### config.mk
export PLATFORM = sky130hd
export DESIGN_NAME = reg_arbiter_rr
export DESIGN_NICKNAME = d
export VERILOG_FILES = /design/src/rtl/reg_arbiter_rr_pkg.sv /design/src/rtl/reg_arbiter_rr_select.sv /design/src/rtl/reg_arbiter_rr.sv
export SDC_FILE = /design/constraint.sdc
export NUM_CORES = 1
export LEC_CHECK = 0
export ABC_AREA = 1
export CORE_AREA = 4 4 121 123
export CTS_CLUSTER_SIZE = 10
export DETAILED_ROUTE_END_ITERATION = 16
export DIE_AREA = 0 0 125 127
export GPL_ROUTABILITY_DRIVEN = 0
export PLACE_DENSITY = 0.84
export SETUP_SLACK_MARGIN = 0.3
export SLEW_MARGIN = 20
export SYNTH_ARGS = -nofsm -noshare
export SYNTH_HDL_FRONTEND = slang
export SYNTH_HIERARCHICAL = 1
export SYNTH_SLANG_ARGS = --single-unit
### constraint.sdc
create_clock -name clk_i -period 1.4 [get_ports clk_i]
set_input_delay 0.28 -clock clk_i [delete_from_list [all_inputs] [get_ports clk_i]]
set_output_delay 0.28 -clock clk_i [all_outputs]
set_load 0.005 [all_outputs]
### src/rtl/reg_arbiter_rr_pkg.sv
// Shared types for the round-robin register arbiter: default register request/response
// structs and small index/width helpers.
package reg_arbiter_rr_pkg;

    localparam int unsigned AddrWidth = 32;
    localparam int unsigned DataWidth = 32;
    localparam int unsigned StrbWidth = DataWidth / 8;

    typedef struct packed {
        logic [AddrWidth-1:0] addr;
        logic                 write;
        logic [DataWidth-1:0] wdata;
        logic [StrbWidth-1:0] wstrb;
        logic                 valid;
    } reg_req_t;

    typedef struct packed {
        logic [DataWidth-1:0] rdata;
        logic                 error;
        logic                 ready;
    } reg_rsp_t;

    // Successor of a round-robin index; a single requester always stays at 0.
    function automatic int unsigned rr_next(input int unsigned idx, input int unsigned n);
        if (idx + 32'd1 >= n) begin
            return 32'd0;
        end else begin
            return idx + 32'd1;
        end
    endfunction

    // Width of a counter that has to hold values up to max_val, never below 1 bit.
    function automatic int unsigned cnt_width(input int unsigned max_val);
        if (max_val > 32'd0) begin
            return $clog2(max_val + 32'd1);
        end else begin
            return 32'd1;
        end
    endfunction

endpackage

### src/rtl/reg_arbiter_rr_select.sv
// Combinational round-robin picker: first valid requester at or after ptr, wrapping.
module reg_rr_select #(
    parameter int unsigned NumReq = 2,
    parameter int unsigned IdxW   = (NumReq > 1) ? $clog2(NumReq) : 1
) (
    input  logic [NumReq-1:0] valid,
    input  logic [IdxW-1:0]   ptr,
    output logic [IdxW-1:0]   gnt_idx,
    output logic              any_valid
);

    int unsigned raw;
    int unsigned cand;
    logic        hit;

    // Scan the requesters starting at ptr; the first hit wins.
    always_comb begin
        any_valid = 1'b0;
        gnt_idx   = '0;
        raw       = 32'd0;
        cand      = 32'd0;
        hit       = 1'b0;
        for (int unsigned off = 0; off < NumReq; off++) begin
            raw       = 32'(ptr) + off;
            cand      = (raw >= NumReq) ? raw - NumReq : raw;
            hit       = !any_valid && valid[IdxW'(cand)];
            gnt_idx   = hit ? IdxW'(cand) : gnt_idx;
            any_valid = any_valid | hit;
        end
    end

endmodule

### src/rtl/reg_arbiter_rr.sv
// Round-robin arbiter sharing one register target between NumReq masters, one
// transaction in flight, with an optional per-transaction timeout error.
module reg_arbiter_rr
    import reg_arbiter_rr_pkg::*;
#(
    parameter int unsigned NumReq        = 2,
    parameter int unsigned TimeoutCycles = 0,
    parameter type         req_t         = reg_req_t,
    parameter type         rsp_t         = reg_rsp_t
) (
    input  logic clk_i,
    input  logic rst_ni,
    input  req_t req_i [NumReq],
    output rsp_t rsp_o [NumReq],
    output req_t req_o,
    input  rsp_t rsp_i,
    output logic timeout_o
);

    localparam int unsigned IdxW = (NumReq > 1) ? $clog2(NumReq) : 1;
    localparam int unsigned CntW = cnt_width(TimeoutCycles);
    localparam logic [CntW-1:0] CntThr =
        CntW'((TimeoutCycles > 32'd0) ? TimeoutCycles - 32'd1 : 32'd0);
    localparam logic [CntW-1:0] CntMax = {CntW{1'b1}};

    typedef enum logic [1:0] {
        StIdle  = 2'd0,
        StBusy  = 2'd1,
        StDrain = 2'd2
    } state_e;

    state_e            state_q;
    req_t              req_q;
    logic [IdxW-1:0]   gnt_q;
    logic [IdxW-1:0]   rr_ptr_q;
    logic [CntW-1:0]   cnt_q;

    logic [NumReq-1:0] valid_vec;
    logic [IdxW-1:0]   sel_idx;
    logic              any_valid;
    req_t              sel_req;
    logic [IdxW-1:0]   ptr_next;
    logic              timeout_hit;

    for (genvar g = 0; g < NumReq; g++) begin : g_valid
        assign valid_vec[g] = req_i[g].valid;
    end

    reg_rr_select #(
        .NumReq (NumReq),
        .IdxW   (IdxW)
    ) u_select (
        .valid     (valid_vec),
        .ptr       (rr_ptr_q),
        .gnt_idx   (sel_idx),
        .any_valid (any_valid)
    );

    // Request captured at grant; valid is forced so a later master drop cannot stall the target.
    always_comb begin
        sel_req       = req_i[sel_idx];
        sel_req.valid = 1'b1;
    end

    assign ptr_next = IdxW'(rr_next(32'(gnt_q), NumReq));

    // A target response in the threshold cycle wins over the timeout.
    always_comb begin
        if (TimeoutCycles != 32'd0) begin
            timeout_hit = (state_q == StBusy) && (cnt_q == CntThr) && !rsp_i.ready;
        end else begin
            timeout_hit = 1'b0;
        end
    end

    assign timeout_o = timeout_hit;

    // Downstream request: held through Busy and Drain so the target handshake is never withdrawn.
    always_comb begin
        if (state_q == StIdle) begin
            req_o = '0;
        end else begin
            req_o = req_q;
        end
    end

    // Only the granted master ever sees a non-zero response, and only while Busy.
    always_comb begin
        rsp_o = '{default: '0};
        if (state_q == StBusy) begin
            if (rsp_i.ready) begin
                rsp_o[gnt_q] = rsp_i;
            end else if (timeout_hit) begin
                rsp_o[gnt_q].ready = 1'b1;
                rsp_o[gnt_q].error = 1'b1;
            end else begin
                rsp_o = '{default: '0};
            end
        end else begin
            rsp_o = '{default: '0};
        end
    end

    // Arbitration state machine with saturating Busy-cycle counter.
    always_ff @(posedge clk_i) begin
        if (!rst_ni) begin
            state_q  <= StIdle;
            req_q    <= '0;
            gnt_q    <= '0;
            rr_ptr_q <= '0;
            cnt_q    <= '0;
        end else begin
            case (state_q)
                StIdle: begin
                    cnt_q <= '0;
                    if (any_valid) begin
                        req_q   <= sel_req;
                        gnt_q   <= sel_idx;
                        state_q <= StBusy;
                    end else begin
                        state_q <= StIdle;
                    end
                end
                StBusy: begin
                    if (rsp_i.ready) begin
                        rr_ptr_q <= ptr_next;
                        state_q  <= StIdle;
                    end else if (timeout_hit) begin
                        rr_ptr_q <= ptr_next;
                        state_q  <= StDrain;
                    end else if (cnt_q != CntMax) begin
                        cnt_q <= cnt_q + CntW'(1'b1);
                    end else begin
                        cnt_q <= cnt_q;
                    end
                end
                StDrain: begin
                    // The late target response belongs to an already-answered transaction.
                    if (rsp_i.ready) begin
                        state_q <= StIdle;
                    end else begin
                        state_q <= StDrain;
                    end
                end
                default: begin
                    state_q <= StIdle;
                end
            endcase
        end
    end

endmodule

==> flow_summary.html <==
<table>
<tr><th>Metric</th><th>Value</th></tr>
<tr><th colspan="2">STA</th></tr>
<tr><td>Total count of hold-check failures in the final report</td><td>0</td></tr>
<tr><td>Max Clk Rate</td><td>520 MHz</td></tr>
<tr><td>Final critical delay including setup and external delays</td><td>1920 ps</td></tr>
<tr><td>Hold_ws</td><td>418 ps</td></tr>
<tr><td>Setup WS post-layout</td><td>-524 ps</td></tr>
<tr><td>Share of the cycle needed by the critical path after routing</td><td>137%</td></tr>
<tr><td>Worst-case clock skew</td><td>7.36 ps</td></tr>
<tr><td>Final Max Tran Viols</td><td>0</td></tr>
<tr><td>Setup repair after global routing missed its margin</td><td>yes</td></tr>
<tr><td># setup viols final</td><td>210</td></tr>
<tr><th colspan="2">Floorplanning</th></tr>
<tr><td>Initial core utilization</td><td>33.3%</td></tr>
<tr><td>DIE AREA</td><td>15900 um^2</td></tr>
<tr><td>Height of the die</td><td>127 um</td></tr>
<tr><td>Die X</td><td>125 um</td></tr>
<tr><td>I/O pin count</td><td>315</td></tr>
<tr><td>Floorplan row count</td><td>43</td></tr>
<tr><td>Core Footprint</td><td>13700 um^2</td></tr>
<tr><th colspan="2">Synth</th></tr>
<tr><td>Post-Synthesis Mean Instance Area</td><td>5.19 um^2</td></tr>
<tr><td>Share of cell area taken by muxes after synthesis</td><td>0%</td></tr>
<tr><td>Compound-cell area share of the yosys netlist</td><td>0.330%</td></tr>
<tr><td>Synthesis-stage register bit count</td><td>74</td></tr>
<tr><td>Leading post-synthesis cells by instance count</td><td>sky130_fd_sc_hd__nand2_1 (349), sky130_fd_sc_hd__nor2_1 (278), sky130_fd_sc_hd__inv_1 (110), sky130_fd_sc_hd__dfxtp_1 (74), sky130_fd_sc_hd__clkbuf_1 (34)</td></tr>
<tr><td>Post-synthesis net count</td><td>1052</td></tr>
<tr><td>Simple-Gate Fraction of Synth Area</td><td>52.8%</td></tr>
<tr><td>Combinational family with the most area after synthesis</td><td>simple AND/OR/NAND/NOR gates</td></tr>
<tr><td>Post-Syn Area</td><td>4550 um^2</td></tr>
<tr><td>EDFF count, synth</td><td>0</td></tr>
<tr><td>Cell with the most instances after synthesis</td><td>sky130_fd_sc_hd__nand2_1</td></tr>
<tr><td>Synth Instances</td><td>876</td></tr>
<tr><td>Share of flip-flops with an asynchronous set or reset after synthesis</td><td>0%</td></tr>
<tr><td>Xor and xnor fraction of the mapped netlist area</td><td>0%</td></tr>
<tr><td>Area share of the leading cell type in the synthesized netlist</td><td>32.6%</td></tr>
<tr><td>Area leader, netlist</td><td>sky130_fd_sc_hd__dfxtp_1</td></tr>
<tr><td>Adder-cell area share of the yosys netlist</td><td>0%</td></tr>
<tr><td>Synth area leaders</td><td>sky130_fd_sc_hd__dfxtp_1 (33%), sky130_fd_sc_hd__nand2_1 (29%), sky130_fd_sc_hd__nor2_1 (23%)</td></tr>
<tr><td>Distinct cell type count after synthesis</td><td>18</td></tr>
<tr><td>Most used DFF post-synth</td><td>sky130_fd_sc_hd__dfxtp_1</td></tr>
<tr><td>Total number of yosys warnings</td><td>6</td></tr>
<tr><td>Part of the Yosys area used for sequential elements</td><td>32.6%</td></tr>
<tr><th colspan="2">Detailed routing</th></tr>
<tr><td>First-pass iteration count of the detailed router</td><td>5</td></tr>
<tr><td>Via-to-Cell Ratio</td><td>4.69</td></tr>
<tr><td>Sum of routed wire length over all layers</td><td>24000 um</td></tr>
<tr><td>Vias</td><td>6671</td></tr>
<tr><td>Average detailed-routed wire length per instance</td><td>16.9 um</td></tr>
<tr><td>Number of DRC markers after the initial detailed-route iteration</td><td>283</td></tr>
<tr><td>Final routed DRC violation total</td><td>0</td></tr>
<tr><td>Post-route antenna net violation count</td><td>0</td></tr>
<tr><th colspan="2">Setup path</th></tr>
<tr><td>Startpoint type of the worst setup path</td><td>flop</td></tr>
<tr><td>CP Max Fanout</td><td>6</td></tr>
<tr><td>Worst setup path category</td><td>reg2out</td></tr>
<tr><td>Endpoint arrival time on the critical path</td><td>1640 ps</td></tr>
<tr><td>Startpoint of the most critical setup path</td><td>state_q[1]</td></tr>
<tr><td>Slowest cell delay on critical path</td><td>320 ps</td></tr>
<tr><td>Startpoint of the lowest-slack register-to-register path</td><td>state_q[1]</td></tr>
<tr><td>Slowest cell on crit path</td><td>sky130_fd_sc_hd__dfxtp_2</td></tr>
<tr><td>Required time of the critical path</td><td>1120 ps</td></tr>
<tr><td>Cell chain of the critical path</td><td>inv_2, nand3_4, nor2_4, buf_12, inv_16, buf_6, buf_8, nor2_2, buf_2</td></tr>
<tr><td>Setup crit end kind</td><td>primary output</td></tr>
<tr><th colspan="2">Final layout</th></tr>
<tr><td>Total area of sequential cells</td><td>1490 um^2</td></tr>
<tr><td>Layout Nets</td><td>1412</td></tr>
<tr><td>Non-Filler Instances</td><td>1422</td></tr>
<tr><td>Multi-input combinational cell area</td><td>3820 um^2</td></tr>
<tr><td>Area added between synthesis and finish</td><td>130%</td></tr>
<tr><td>Share of cells above drive strength 1</td><td>40.4%</td></tr>
<tr><td>Fill cells</td><td>935</td></tr>
<tr><th colspan="2">GRT</th></tr>
<tr><td>Via count of the first global-routing pass</td><td>5678</td></tr>
<tr><td>Antenna violations before repair</td><td>1</td></tr>
<tr><td>Pin count of the biggest net entering global routing</td><td>48</td></tr>
<tr><td>Sum of overflow across all layers after global routing</td><td>0</td></tr>
<tr><td>First-pass GRT wire length</td><td>29600 um</td></tr>
<tr><td>Total track usage</td><td>23.0%</td></tr>
<tr><th colspan="2">Status</th></tr>
<tr><td>Status</td><td>complete, but fails checks</td></tr>
<tr><td>Failing checks</td><td>setup timing</td></tr>
<tr><th colspan="2">Pwr</th></tr>
<tr><td>Power per Cell Area</td><td>773 nW/um^2</td></tr>
<tr><td>Final Power</td><td>8.07 mW</td></tr>
<tr><td>Leakage</td><td>5.09 nW</td></tr>
<tr><td>Maximum resistive drop on vdd</td><td>533 uV</td></tr>
<tr><th colspan="2">Min path</th></tr>
<tr><td>Beginning of the worst hold path</td><td>rst_ni</td></tr>
<tr><td>Worst min-delay path category</td><td>in2reg</td></tr>
<tr><th colspan="2">Place</th></tr>
<tr><td>HPWL after DPL</td><td>13900 um</td></tr>
<tr><td>Count of buffers from port buffering</td><td>313</td></tr>
<tr><td>Placed cells</td><td>1341</td></tr>
<tr><th colspan="2">Clock tree</th></tr>
<tr><td>Hold buffers post-CTS</td><td>0</td></tr>
<tr><td>TritonCTS clock tree</td><td>built</td></tr>
<tr><td>Insertion delay to the later sink of the worst-skew pair</td><td>340 ps</td></tr>
<tr><td>Number of sinks handled by clock tree synthesis</td><td>74</td></tr>
<tr><td>Clock edge transition at the registers on the reported setup and hold paths</td><td>60 ps</td></tr>
<tr><td>Inserted Clock Buffers</td><td>9</td></tr>
<tr><td>Clk Tree Root Cell</td><td>sky130_fd_sc_hd__clkbuf_16</td></tr>
<tr><td>CTS H-Tree Depth</td><td>3</td></tr>
<tr><td>CTS max path bufs</td><td>2</td></tr>
<tr><th colspan="2">Run</th></tr>
<tr><td>Number of violations of the max-capacitance limit</td><td>0</td></tr>
</table>
==> cell type report <==
| cell class | instances | area share, % |
|---|---|---|
| Timing Repair Buffer | 396 | 39.5 |
| Clock inverter | 1 | 0.0719 |
| Inverter | 112 | 4.30 |
| Timing Repair inverter | 2 | 0.384 |
| Tap cell | 180 | 2.16 |
| Antenna cell | 1 | 0.0240 |
| Sequential cell | 74 | 14.3 |
| Multi-Input combinational cell | 641 | 36.6 |
| Clock buffer | 15 | 2.66 |
==> kinds of logic (layout without fill, tap and decap cells) <==
| group | Yosys count | count (layout) |
|---|---|---|
| AO/OA/AOI/OAI | 3 | 3 |
| buffers and inverters | 164 | 526 |
| AND/OR/NAND/NOR | 634 | 637 |
| flip-flops | 74 | 74 |
| other | 1 | 2 |
==> final timing paths <==
path                     to  slack (ps)  depth (start not counted)
hold reg to reg    req_q[0]         480                          2
hold / removal    req_q[19]         420                          4
setup / recovery  rsp_o[54]        -520                          9
setup reg to reg  req_q[30]        -320                         10
==> worst max-delay path: cells and delay by family, from the launching register on <==
family	cells	cell delay [ps]
flip-flops	1	320
AND/OR/NAND/NOR	3	350
buffers and inverters	6	630
==> metrics by stage <==
stage                     worst slack, ps  util (%)  area, um^2  TNS [ps]
after global routing                 -576      76.4       10400    -82980
after detailed placement             -829      59.4        8110    -84080
after global placement               -780      59.4        8110    -80520
final                                -524      76.4       10400    -68950
after CTS                            -593      61.8        8440    -64260
after floorplan                       172         -        4830         0
==> placed cells by master (no fill, tap or decap), types with 49 or more instances in the layout <==
| master | netlist | final |
|---|---|---|
| sky130_fd_sc_hd__buf_2 | 14 | 93 |
| sky130_fd_sc_hd__nor2_1 | 278 | 110 |
| sky130_fd_sc_hd__inv_1 | 110 | 108 |
| sky130_fd_sc_hd__dfxtp_1 | 74 | 70 |
| sky130_fd_sc_hd__nand2_2 | 1 | 49 |
| sky130_fd_sc_hd__nor2_2 | 0 | 63 |
| sky130_fd_sc_hd__buf_6 | 0 | 51 |
| sky130_fd_sc_hd__nor2_4 | 1 | 106 |
| sky130_fd_sc_hd__nand2_1 | 349 | 270 |
| sky130_fd_sc_hd__clkdlybuf4s50_1 | 0 | 173 |
==> timing repair <==
item / CTS / global route
resized for setup: 452 / 505
buffers inserted: 14 / 11
endpoints found under the hold margin: 0 / 0
endpoints found under the setup margin: 210 / 211
gates cloned: 7 / 32
pin swaps: 5 / 73
==> layer usage <==
layer / vias up / wire, um / track usage [%]
met5: - / 0 / 0
met4: 0 / 1290 / 11.9
met3: 76 / 1710 / 6.61
met2: 308 / 12100 / 41.7
met1: 3052 / 8870 / 24.4
li1: 3235 / - / -
==> registers in the layout, indices dropped and copies added (netlist names) <==
| name | cells |
|---|---|
| rr_ptr_q | 1 |
| gnt_q | 1 |
| req_q | 70 |
| state_q | 2 |
==> where the power goes <==
group	switching [mW]	internal, mW	leakage (nW)
Combinational	1.73	1.68	4.34
Sequential	0.0683	2.33	0.617
Clock	0.909	1.35	0.136
No activity file was read; power rests on OpenSTA's default activity.
